**config.mk**
```make
export PLATFORM = sky130hd
export DESIGN_NAME = ascii_hex_encoder
export DESIGN_NICKNAME = d
export VERILOG_FILES = /design/src/rtl/ascii_hex_encoder.sv
export SDC_FILE = /design/constraint.sdc
export NUM_CORES = 1
export LEC_CHECK = 0
export BUFFER_PORTS_ARGS = -buffer_cell sky130_fd_sc_hd__buf_2
export CAP_MARGIN = 30
export CORE_AREA = 3 3 75 77
export CTS_BUF_LIST = sky130_fd_sc_hd__clkbuf_16
export DETAILED_ROUTE_END_ITERATION = 10
export DIE_AREA = 0 0 78 80
export PLACE_DENSITY = 0.79
export SETUP_SLACK_MARGIN = 0.3
export SLEW_MARGIN = 5
export SYNTH_ARGS = -nofsm -noshare
export SYNTH_HDL_FRONTEND = slang
export SYNTH_SLANG_ARGS = --single-unit
```
**constraint.sdc**
```tcl
create_clock -name clk -period 3.1 [get_ports clk]
set_clock_uncertainty 0.05 [all_clocks]
set_input_delay 0.62 -clock clk [delete_from_list [all_inputs] [get_ports clk]]
set_output_delay 0.62 -clock clk [all_outputs]
set_load 0.01 [all_outputs]
```
**src/rtl/ascii_hex_encoder.sv**
```systemverilog
// Serialises a captured binary word as ASCII hex digits, most significant first,
// with an optional CR/LF terminator, over a valid/ready character stream.
module ascii_hex_encoder #(
  parameter int NIBBLES     = 8,
  parameter int APPEND_CRLF = 1,
  parameter int UPPERCASE   = 1
) (
  input  logic                 clk,
  input  logic                 rst_n,
  input  logic                 start_i,
  input  logic [4*NIBBLES-1:0] data_i,
  output logic [7:0]           char_o,
  output logic                 char_valid_o,
  input  logic                 char_ready_i,
  output logic                 busy_o,
  output logic                 done_o
);

  localparam int CW = (NIBBLES > 1) ? $clog2(NIBBLES) : 1;

  typedef enum logic [2:0] {IDLE, HEX, CR, LF, DONE} state_t;

  state_t               r_state, w_stateNext;
  logic [CW-1:0]        r_cnt, w_cntNext;
  logic [4*NIBBLES-1:0] r_word, w_wordNext;
  logic [7:0]           r_char, w_charNext;
  logic                 r_valid, w_validNext;
  logic                 w_xfer;

  function automatic logic [7:0] hexAscii(input logic [4*NIBBLES-1:0] word,
                                          input logic [CW-1:0] idx);
    logic [4*NIBBLES-1:0] shifted;
    logic [3:0]           nib;
    shifted = word >> {idx, 2'b00};
    nib     = shifted[3:0];
    if (nib < 4'd10)
      hexAscii = 8'h30 + {4'h0, nib};
    else if (UPPERCASE != 0)
      hexAscii = 8'h37 + {4'h0, nib};
    else
      hexAscii = 8'h57 + {4'h0, nib};
  endfunction

  assign w_xfer = r_valid & char_ready_i;

  // The next character is computed here so char_o/char_valid_o leave a register.
  always_comb begin
    w_stateNext = r_state;
    w_cntNext   = r_cnt;
    w_wordNext  = r_word;
    w_charNext  = r_char;
    w_validNext = r_valid;
    unique case (r_state)
      IDLE: begin
        if (start_i) begin
          w_wordNext  = data_i;
          w_cntNext   = CW'(NIBBLES - 1);
          w_charNext  = hexAscii(data_i, CW'(NIBBLES - 1));
          w_validNext = 1'b1;
          w_stateNext = HEX;
        end
      end
      HEX: begin
        if (w_xfer) begin
          if (r_cnt != '0) begin
            w_cntNext  = r_cnt - CW'(1);
            w_charNext = hexAscii(r_word, r_cnt - CW'(1));
          end else if (APPEND_CRLF != 0) begin
            w_stateNext = CR;
            w_charNext  = 8'h0D;
          end else begin
            w_stateNext = DONE;
            w_validNext = 1'b0;
          end
        end
      end
      CR: begin
        if (w_xfer) begin
          w_stateNext = LF;
          w_charNext  = 8'h0A;
        end
      end
      LF: begin
        if (w_xfer) begin
          w_stateNext = DONE;
          w_validNext = 1'b0;
        end
      end
      DONE: begin
        w_stateNext = IDLE;
      end
      default: begin
        w_stateNext = IDLE;
        w_validNext = 1'b0;
      end
    endcase
  end

  always_ff @(posedge clk or negedge rst_n) begin
    if (!rst_n) begin
      r_state <= IDLE;
      r_cnt   <= '0;
      r_word  <= '0;
      r_char  <= 8'h00;
      r_valid <= 1'b0;
    end else begin
      r_state <= w_stateNext;
      r_cnt   <= w_cntNext;
      r_word  <= w_wordNext;
      r_char  <= w_charNext;
      r_valid <= w_validNext;
    end
  end

  assign char_o       = r_char;
  assign char_valid_o = r_valid;
  assign busy_o       = (r_state != IDLE);
  assign done_o       = (r_state == DONE);

endmodule

```
# ---- Yosys cells after proc, flatten, opt, wreduce, memory -nomap -nowiden
# Cells that the tools add are included.
# W data, S select, Z words.
dict set report word_totals {
  input_bits 36
  output_inout_bits 11
  reg_bits 47
  wordCells 56
}
dict set report op_classes {
  bitwise_logic 2
  shift 1
  n_eq_ne 10
  reduce_logical 11
  n_mux 20
  add_sub_neg 5
  n_lt_le_gt_ge 2
}
# cell count
set op_table {}
lappend op_table {{$mux W8} 4}
lappend op_table {{$shr A32 B5 Y4} 1}
lappend op_table {{$add A6 B4 Y7 const A} 4}
lappend op_table {{$mux W3} 8}
lappend op_table {{$pmux W8 S3} 1}
lappend op_table {{$mux W7} 2}
lappend op_table {{$ne A2 B2 Y1 const B} 6}
lappend op_table {{$pmux W3 S4} 1}
lappend op_table {{$reduce_bool A3 Y1} 3}
lappend op_table {{$lt A4 B4 Y1 const B} 2}
lappend op_table {{$reduce_and A4 Y1} 2}
lappend op_table {{$eq A3 B2 Y1 const B} 2}
lappend op_table {{$pmux W3 S2} 1}
lappend op_table {{$reduce_and A5 Y1} 1}
lappend op_table {{$eq A3 B1 Y1 const B} 1}
lappend op_table {{$eq A3 B3 Y1 const B} 1}
lappend op_table {{$logic_not A3 Y1} 1}
lappend op_table {{$pmux W1 S3} 1}
lappend op_table {{$reduce_and A3 Y1} 1}
lappend op_table {{$reduce_or A3 Y1} 1}
lappend op_table {{$sub A3 B1 Y3 const B} 1}
lappend op_table {{$mux W1} 2}
lappend op_table {{$reduce_and A2 Y1} 1}
lappend op_table {{$reduce_bool A2 Y1} 1}
lappend op_table {{2 further kinds} 2}

# ---- Depth between registers and ports, before layout
# Gate-level depths: netlist (run 1).
dict set report depth {
  word_depth 7
  depth_mapped 11
}

# ---- Least setup slack after synthesis (run 1)
# OpenSTA, ideal clock, no wires.
dict set report synth_timing {
  path_kind {register -> register}
  start {reg r_cnt[0]}
  end {reg r_char[2], in the netlist char_o[2]}
  arrival_time_ns 2.705
  n_path_buf 3
  setup_time_ns 0.123
  setup_slack_ns 0.222
  stages_incl_launch_ff 12
  path_cell_list {dfrtp_1 buf_2 inv_1 ha_1 buf_2 buf_4 mux2i_1 mux4_1 ha_1 nand3_1 mux2_2 o221a_2}
}
dict set report synth_between {
  elab_chain_len 7
  elab_cells_between_ends 10
}
# item line_no
set synth_rtl {}
lappend synth_rtl {{start, declared} 24} ;# logic [CW-1:0] r_cnt, w_cntNext;
lappend synth_rtl {{start signal, assigned} 108} ;# r_cnt <= w_cntNext;
lappend synth_rtl {{$sub A3 B1 Y3} 67} ;# w_charNext = hexAscii(r_word, r_cnt - CW'(1));
lappend synth_rtl {{$shr A32 B5 Y4} 34} ;# shifted = word >> {idx, 2'b00};
lappend synth_rtl {{$add A6 B4 Y7 (tied with other cells)} 39} ;# hexAscii = 8'h37 + {4'h0, nib};
lappend synth_rtl {{$mux W7} 36} ;# if (nib < 4'd10)
lappend synth_rtl {{$mux W8 (*)} 65} ;# if (r_cnt != '0) begin
lappend synth_rtl {{$mux W8 (*)} 64} ;# if (w_xfer) begin
lappend synth_rtl {{$pmux W8 S3 (*)} 53} ;# unique case (r_state)
lappend synth_rtl {{end signal, assigned} 110} ;# r_char <= w_charNext;
lappend synth_rtl {{end, declared} 26} ;# logic [7:0] r_char, w_charNext;
# Mark *: on every way between the ends. The rest lies on a longest branch, timed or not. The select of a mux whose other input is x is not followed.
# A chain may end at the register's enable or synchronous reset.

# ---- Worst setup path after layout (run 1)
# Same ends and word-level chain as after synthesis.

==> results.md, run 1 <==
- Die Area: 6240 sq um
- Critical path class: flop to flop
- Max frequency: 374 MHz
- H-tree levels: 2
- Area growth, synth to finish: 20.3%
- Final nets: 305
- Max FO, Critical Path: 6
- Initial Utilization: 48.6%
- Core Util, Final: 58.4%
- Antenna cell count: 0
- Syn_nets: 259
- Largest cells by area after synthesis: dfrtp_1 (47%), mux2_2 (15%), mux4_1 (3.2%)
- Least-Margin Pin Slew: 0.485 ns
- 1st-pass router iterations: 5
- Pwr Total: 1.34 mW
- Worst path slowest cell: mux4_1
- Clock-pin slew on the worst setup and hold paths: 0.06 ns
- # rows: 26
- RSZ-0062 raised after global routing: no
- Status: complete, no violations
- R2R Setup Slk: 0.43 ns
- Post-detail-place hpwl: 3920 um
- Antenna Nets Post-Route: 0
- Critical Path Source: r_cnt[0]
- Via count: 1891
- Number of port buffers: 45
- CTS Hold Bufs: 0
- Detailed-route DRC error count: 0
- # fillers: 440
- Maxcap violations: 0
- Hold Slack: 0.210 ns
- Reg-to-Reg Start: r_cnt[0]
- Crit path to: char_o[2]
- CP Data Required Time: 3.22 ns
- Final setup TNS: 0 ns
- Post-Syn Area: 2460 sq um
- Cell taking the most area after synthesis: dfrtp_1
- Post-Place Setup Slack: 0.262 ns
- Pin count of the biggest net entering global routing: 34
- Largest stage delay, worst path: 0.58 ns
- Avg Inst Size Synth: 11.3 sq um
- Wire per inst: 15.8 um
- Critical path, cell by cell: inv_2, ha_2, xor2_4, mux4_1, mux2_4, mux2_2, o221a_2
- Synth unique cells: 41
- Area of the multi-input gates: 1250 sq um
- Post-synthesis sequential area ratio: 46.7%
- Cells after Synth: 219
- Count of final setup violators: 0
- Routed WL: 5320 um
- Max-slew violation count: 0
- Post-CTS setup buffer count: 0
- Initial antenna violation count: 0
- Peak supply drop: 0.293 mV
- Crit path time final: 2.67 ns
- Synth warn: 0
- Post-synth top area share: 46.7%
- Ports: 47
- Die boundary height: 80 um
- Clk root buf: clkbuf_16
- WP data arrival: 2.80 ns
- Core ar.: 5070 sq um
- Clock buffer depth: 2
- All-Layer GR Usage: 18.1%
- DR iter-0 viols: 98
- Chip width: 78 um
- Worst setup margin: 0.426 ns
- Vias in the first global route: 1890
- FF+latch area: 1150 sq um
- First-pass GRT wire length: 8920 um
- Worst skew pair latency: 0.28 ns
- Total CTS buffers: 5
- Worst setup SP type: flop
- P_leak: 1.40 nW
- Pwr per Cell Area: 453 nW/um^2
- Sink Count: 46
- CTS tree: yes
- Congestion Overflow GR: 0
- Final GP Congestion: 0.839
- Fin crit share: 86.3%
- Count of final hold-check violations: 0
- Crit end category: flop
- R2r worst-path depth: 7
- Via/cell ratio: 5.63
- HP Class: input pin to asynchronous set/reset pin
- Post_cts resized: 1
- FF-to-FF End: char_o[2]
- Layout cells sized above 1: 39.1%
- Worst slew margin: 66.8%
- Yosys reg bits: 46
## layout by cell type (no fill, tap or decap), types with 3 or more instances in the layout
cell | synthesis | final
a21oi_1 | 11 | 11
nand2b_1 | 4 | 4
a31oi_1 | 3 | 3
inv_1 | 8 | 8
dfrtp_1 | 46 | 46
clkbuf_16 | 0 | 5
a2111oi_0 | 3 | 3
o21ai_0 | 11 | 11
buf_2 | 5 | 45
mux2_2 | 33 | 33
mux2i_1 | 7 | 7
xnor2_1 | 3 | 3
nor2_1 | 18 | 17
buf_4 | 2 | 4
mux4_2 | 2 | 3
and2_1 | 4 | 4
nand3_1 | 9 | 9
nand2_1 | 14 | 14
## synth_stat cells
master / n
a31oi_1: 3
ha_1: 4
or3_1: 1
inv_1: 8
xor2_1: 1
xor2_2: 1
dfrtp_1: 46
o211ai_1: 1
and2b_2: 1
a2111oi_0: 3
nand2_1: 14
buf_2: 5
a22oi_1: 1
o31ai_1: 1
a21o_1: 2
nor3_1: 2
a221o_1: 2
buf_4: 2
nor2b_1: 2
clkbuf_1: 3
o21ai_0: 11
nand2b_1: 4
mux2i_1: 7
nand3_1: 9
mux4_2: 2
mux2_4: 1
o221a_2: 1
a21oi_1: 11
a41oi_1: 1
nor2_1: 18
xnor2_1: 3
o221ai_2: 1
o211ai_2: 1
and2_1: 4
mux4_1: 3
and3_1: 1
or2_2: 1
conb_1: 1
buf_1: 1
mux2_2: 33
a221oi_1: 2
## through the flow
stage,instance area (sq um),instances
4_1_cts,2940,336
2_1_floorplan,2460,219
3_3_place_gp,2750,327
5_1_grt,2960,336
6_report,2960,336
3_5_place_dp,2770,328
## how the worst min path moves through the flow
stage	start	end	slack, ns
2_1_floorplan	rst_n	char_o[0]	0.27
3_3_place_gp	char_o[5]	char_o[5]	0.44
3_5_place_dp	char_o[5]	char_o[5]	0.44
4_1_cts	rst_n	r_word[18]	0.22
5_1_grt	rst_n	r_word[20]	0.24
6_report	rst_n	char_valid_o	0.21
## where the power goes
part	total, mW	switching [mW]	internal (mW)
combinational	0.105	0.0491	0.0556
clock	0.598	0.221	0.377
sequential	0.640	0.0147	0.625
total	1.34	0.285	1.06
## worst max-delay path: cells and delay by family, from the launching register on
family / cells / cell delay [ns]
muxes: 3 / 1.18
DFF: 1 / 0.39
adders and majority gates: 1 / 0.30
xor gates and xnor gates: 1 / 0.26
AOI/OAI and AO/OA: 1 / 0.24
buffers and inverters: 1 / 0.15
## cells by family after synthesis
logic type / share of synthesized area [%]
fa+ha+maj: 2.03
other cells: 0.152
flops: 46.7
simple gates: 10.8
compound gates: 11.3
mux: 23.6
xor+xnor: 2.08
buf+inv: 3.45
## cell type report
type | instances | area share (%)
Multi-Input combinational cell | 154 | 42.3
Sequential cell | 46 | 38.8
Timing Repair Buffer | 50 | 9.29
Clock buffer | 5 | 4.22
Tap cell | 70 | 2.95
Clock inverter | 3 | 1.39
Inverter | 8 | 1.01
## state kept, by name, indices dropped and copies added, names as in the netlist
name / flops
r_word: 32
r_cnt: 3
char_o: 7
r_state: 3
char_valid_o: 1
## metal layers
metal / vias to the layer above / global-route usage, % / share of wire [%]
li1: 886 / - / -
met2: 62 / 28.9 / 48
met4: 0 / 6.47 / 1.9
met5: - / 0 / 0
met1: 932 / 23.8 / 44
met3: 11 / 4.85 / 5.6
No activity file was read; power rests on OpenSTA's default activity.
==> run 2, diff against run 1 <==
--- a/config.mk
+++ b/config.mk
@@ -7,11 +7,11 @@
 export LEC_CHECK = 0
 export BUFFER_PORTS_ARGS = -buffer_cell sky130_fd_sc_hd__buf_2
 export CAP_MARGIN = 30
-export CORE_AREA = 3 3 75 77
+export CORE_AREA = 3 3 71 73
 export CTS_BUF_LIST = sky130_fd_sc_hd__clkbuf_16
 export DETAILED_ROUTE_END_ITERATION = 10
-export DIE_AREA = 0 0 78 80
-export PLACE_DENSITY = 0.79
+export DIE_AREA = 0 0 74 76
+export PLACE_DENSITY = 0.86
 export SETUP_SLACK_MARGIN = 0.3
 export SLEW_MARGIN = 5
 export SYNTH_ARGS = -nofsm -noshare
==> run 2 against run 1 <==
Register-to-register slack hardly changed. Largest cell class unchanged. Cell count shrank 5.4%. Sequential power hardly changed. Fmax decreased by 0.13%. Combinational power about the same. Wire length is 2.1% lower.
==> results.md, run 2 (same netlist as run 1, synthesis figures left out) <==
- Pwr per Cell Area: 456 nW/um^2 (+0.72%)
- RSZ-0062 raised after global routing: no
- HP Class: input pin to asynchronous set/reset pin
- Critical path class: flop to flop
- Max FO, Critical Path: 13 (+7)
- Antenna cell count: 0 (unchanged)
- Routed WL: 5210 um (-2.1%)
- Die Area: 5620 sq um (-9.9%)
- Clk root buf: clkbuf_16
- Wire per inst: 16.4 um (+3.5%)
- Pin count of the biggest net entering global routing: 34 (unchanged)
- Design Area, Final: 2930 sq um (-1.1%)
- Number of port buffers: 45 (unchanged)
- Post-detail-place hpwl: 3860 um (-1.5%)
- CP Data Required Time: 3.22 ns (about the same)
- Core ar.: 4410 sq um (-13%)
- # rows: 24 (-7.7%)
- Post-Place Setup Slack: 0.341 ns (+0.0790 ns)
- Final setup TNS: 0 ns (unchanged)
- H-tree levels: 2 (unchanged)
- Area growth, synth to finish: 18.9%
- Most common cell after layout, fill and taps aside: dfrtp_1
- Final GP Congestion: 0.845 (+0.72%)
- Largest Register: r_word
- Via/cell ratio: 5.82 (+3.5%)
- Cell Area, Placed: 2750 sq um (-0.81%)
- Detailed-route DRC error count: 0 (unchanged)
- Max frequency: 374 MHz (-0.13%)
- Clock buffer depth: 2 (unchanged)
- Worst setup SP type: flop
- Crit path time final: 2.68 ns (+0.00341 ns)
- Most frequent cells in the layout: dfrtp_1 (46), buf_2 (45), mux2_2 (33)
- Initial Utilization: 55.8% (+7.3 points)
- Sink Count: 46 (unchanged)
- Vias in the first global route: 1848 (-2.2%)
- First-pass GRT wire length: 8660 um (-2.9%)
- Total CTS buffers: 5 (unchanged)
- Max reg flops: 32 (unchanged)
- All-Layer GR Usage: 19.7% (+1.6 points)
- Maxcap violations: 0 (unchanged)
- Count of final hold-check violations: 0 (unchanged)
- Via count: 1852 (-2.1%)
- Ports: 47 (unchanged)
- 1st-pass router iterations: 4 (-1)
- Crit end category: flop
- Count of final setup violators: 0 (unchanged)
- Final nets: 305 (unchanged)
- Layout cells sized above 1: 39.1% (unchanged)
- Worst setup margin: 0.423 ns (-0.00342 ns)
- P_leak: 1.40 nW (about the same)
- Antenna Nets Post-Route: 0 (unchanged)
- Worst skew pair latency: 0.28 ns (about the same)
- Clock-pin slew on the worst setup and hold paths: 0.06 ns (about the same)
- WP data arrival: 2.80 ns (about the same)
- Initial antenna violation count: 0 (unchanged)
- Die boundary height: 76 um (-5.0%)
- Peak supply drop: 0.328 mV (+12%)
- Chip width: 74 um (-5.1%)
- Max-slew violation count: 0 (unchanged)
- Congestion Overflow GR: 0 (unchanged)
- Status: complete, no violations
- Pwr Total: 1.34 mW (-0.39%)
- CTS tree: yes
- DR iter-0 viols: 158 (+61%)
- Fin crit share: 86.4% (+0.11 points)
[run 2: cell counts in the layout (fill, tap and decap cells not counted)]
Identical to the previous run, type by type.
[run 2: worst paths after layout]
check	start	endpoint	slack, ns	cells past startpoint
min reg2reg	char_o[5]	char_o[5]	0.45	2
min in group clk	char_o[5]	char_o[5]	0.45	2
max in group asynchronous	rst_n	r_word[22]	2.33	2
max reg2reg	r_cnt[0]	char_o[2]	0.42	8
min	rst_n	char_o[6]	0.20	1
max	r_cnt[0]	char_o[2]	0.42	8
[run 2: where the power goes]
part           switching [mW]  internal (mW)
combinational          0.0491         0.0557
clock                   0.215          0.377
sequential             0.0150          0.625
[run 2: final cells by class]
class                           instances  area [sq um]
Tap cell                               52          65.1
Clock inverter                          3          41.3
Timing Repair Buffer                   50           275
Clock buffer                            5           125
Multi-Input combinational cell        154          1240
Sequential cell                        46          1150
Fill cell                             351          1480
Inverter                                8          30.0
[run 2: worst max-delay path: stages, from the launching register on]
cell and delay, ns:
dfrtp_1 0.36, inv_2 0.08, ha_2 0.50, mux2i_1 0.12
mux4_2 0.55, ha_1 0.22, nand3_1 0.09, mux2_2 0.35
o221a_2 0.24
[run 2: layer usage]
metal / track usage, % / vias up / wire [um]
met5: 0 / - / 0
met4: 3.44 / 0 / 41
met3: 4.75 / 5 / 300
met2: 31.6 / 63 / 2600
met1: 27.4 / 907 / 2270
li1: - / 877 / -
[run 2: stage by stage]
stage / util [%] / instances / hold WS, ns
global placement: 61.8 / 309 / 0.430
finish: 66.4 / 318 / 0.196
floorplan: - / 219 / 0.274
CTS: 66.0 / 318 / 0.206
detailed placement: 62.3 / 310 / 0.438
global route: 66.4 / 318 / 0.219
[run 2: repair_timing]
action,4_1_cts,5_1_grt
hold endpoints to repair,0,0
resized for setup,0,3
setup endpoints to repair,0,5
hold buffers,0,0
setup buffers,0,0
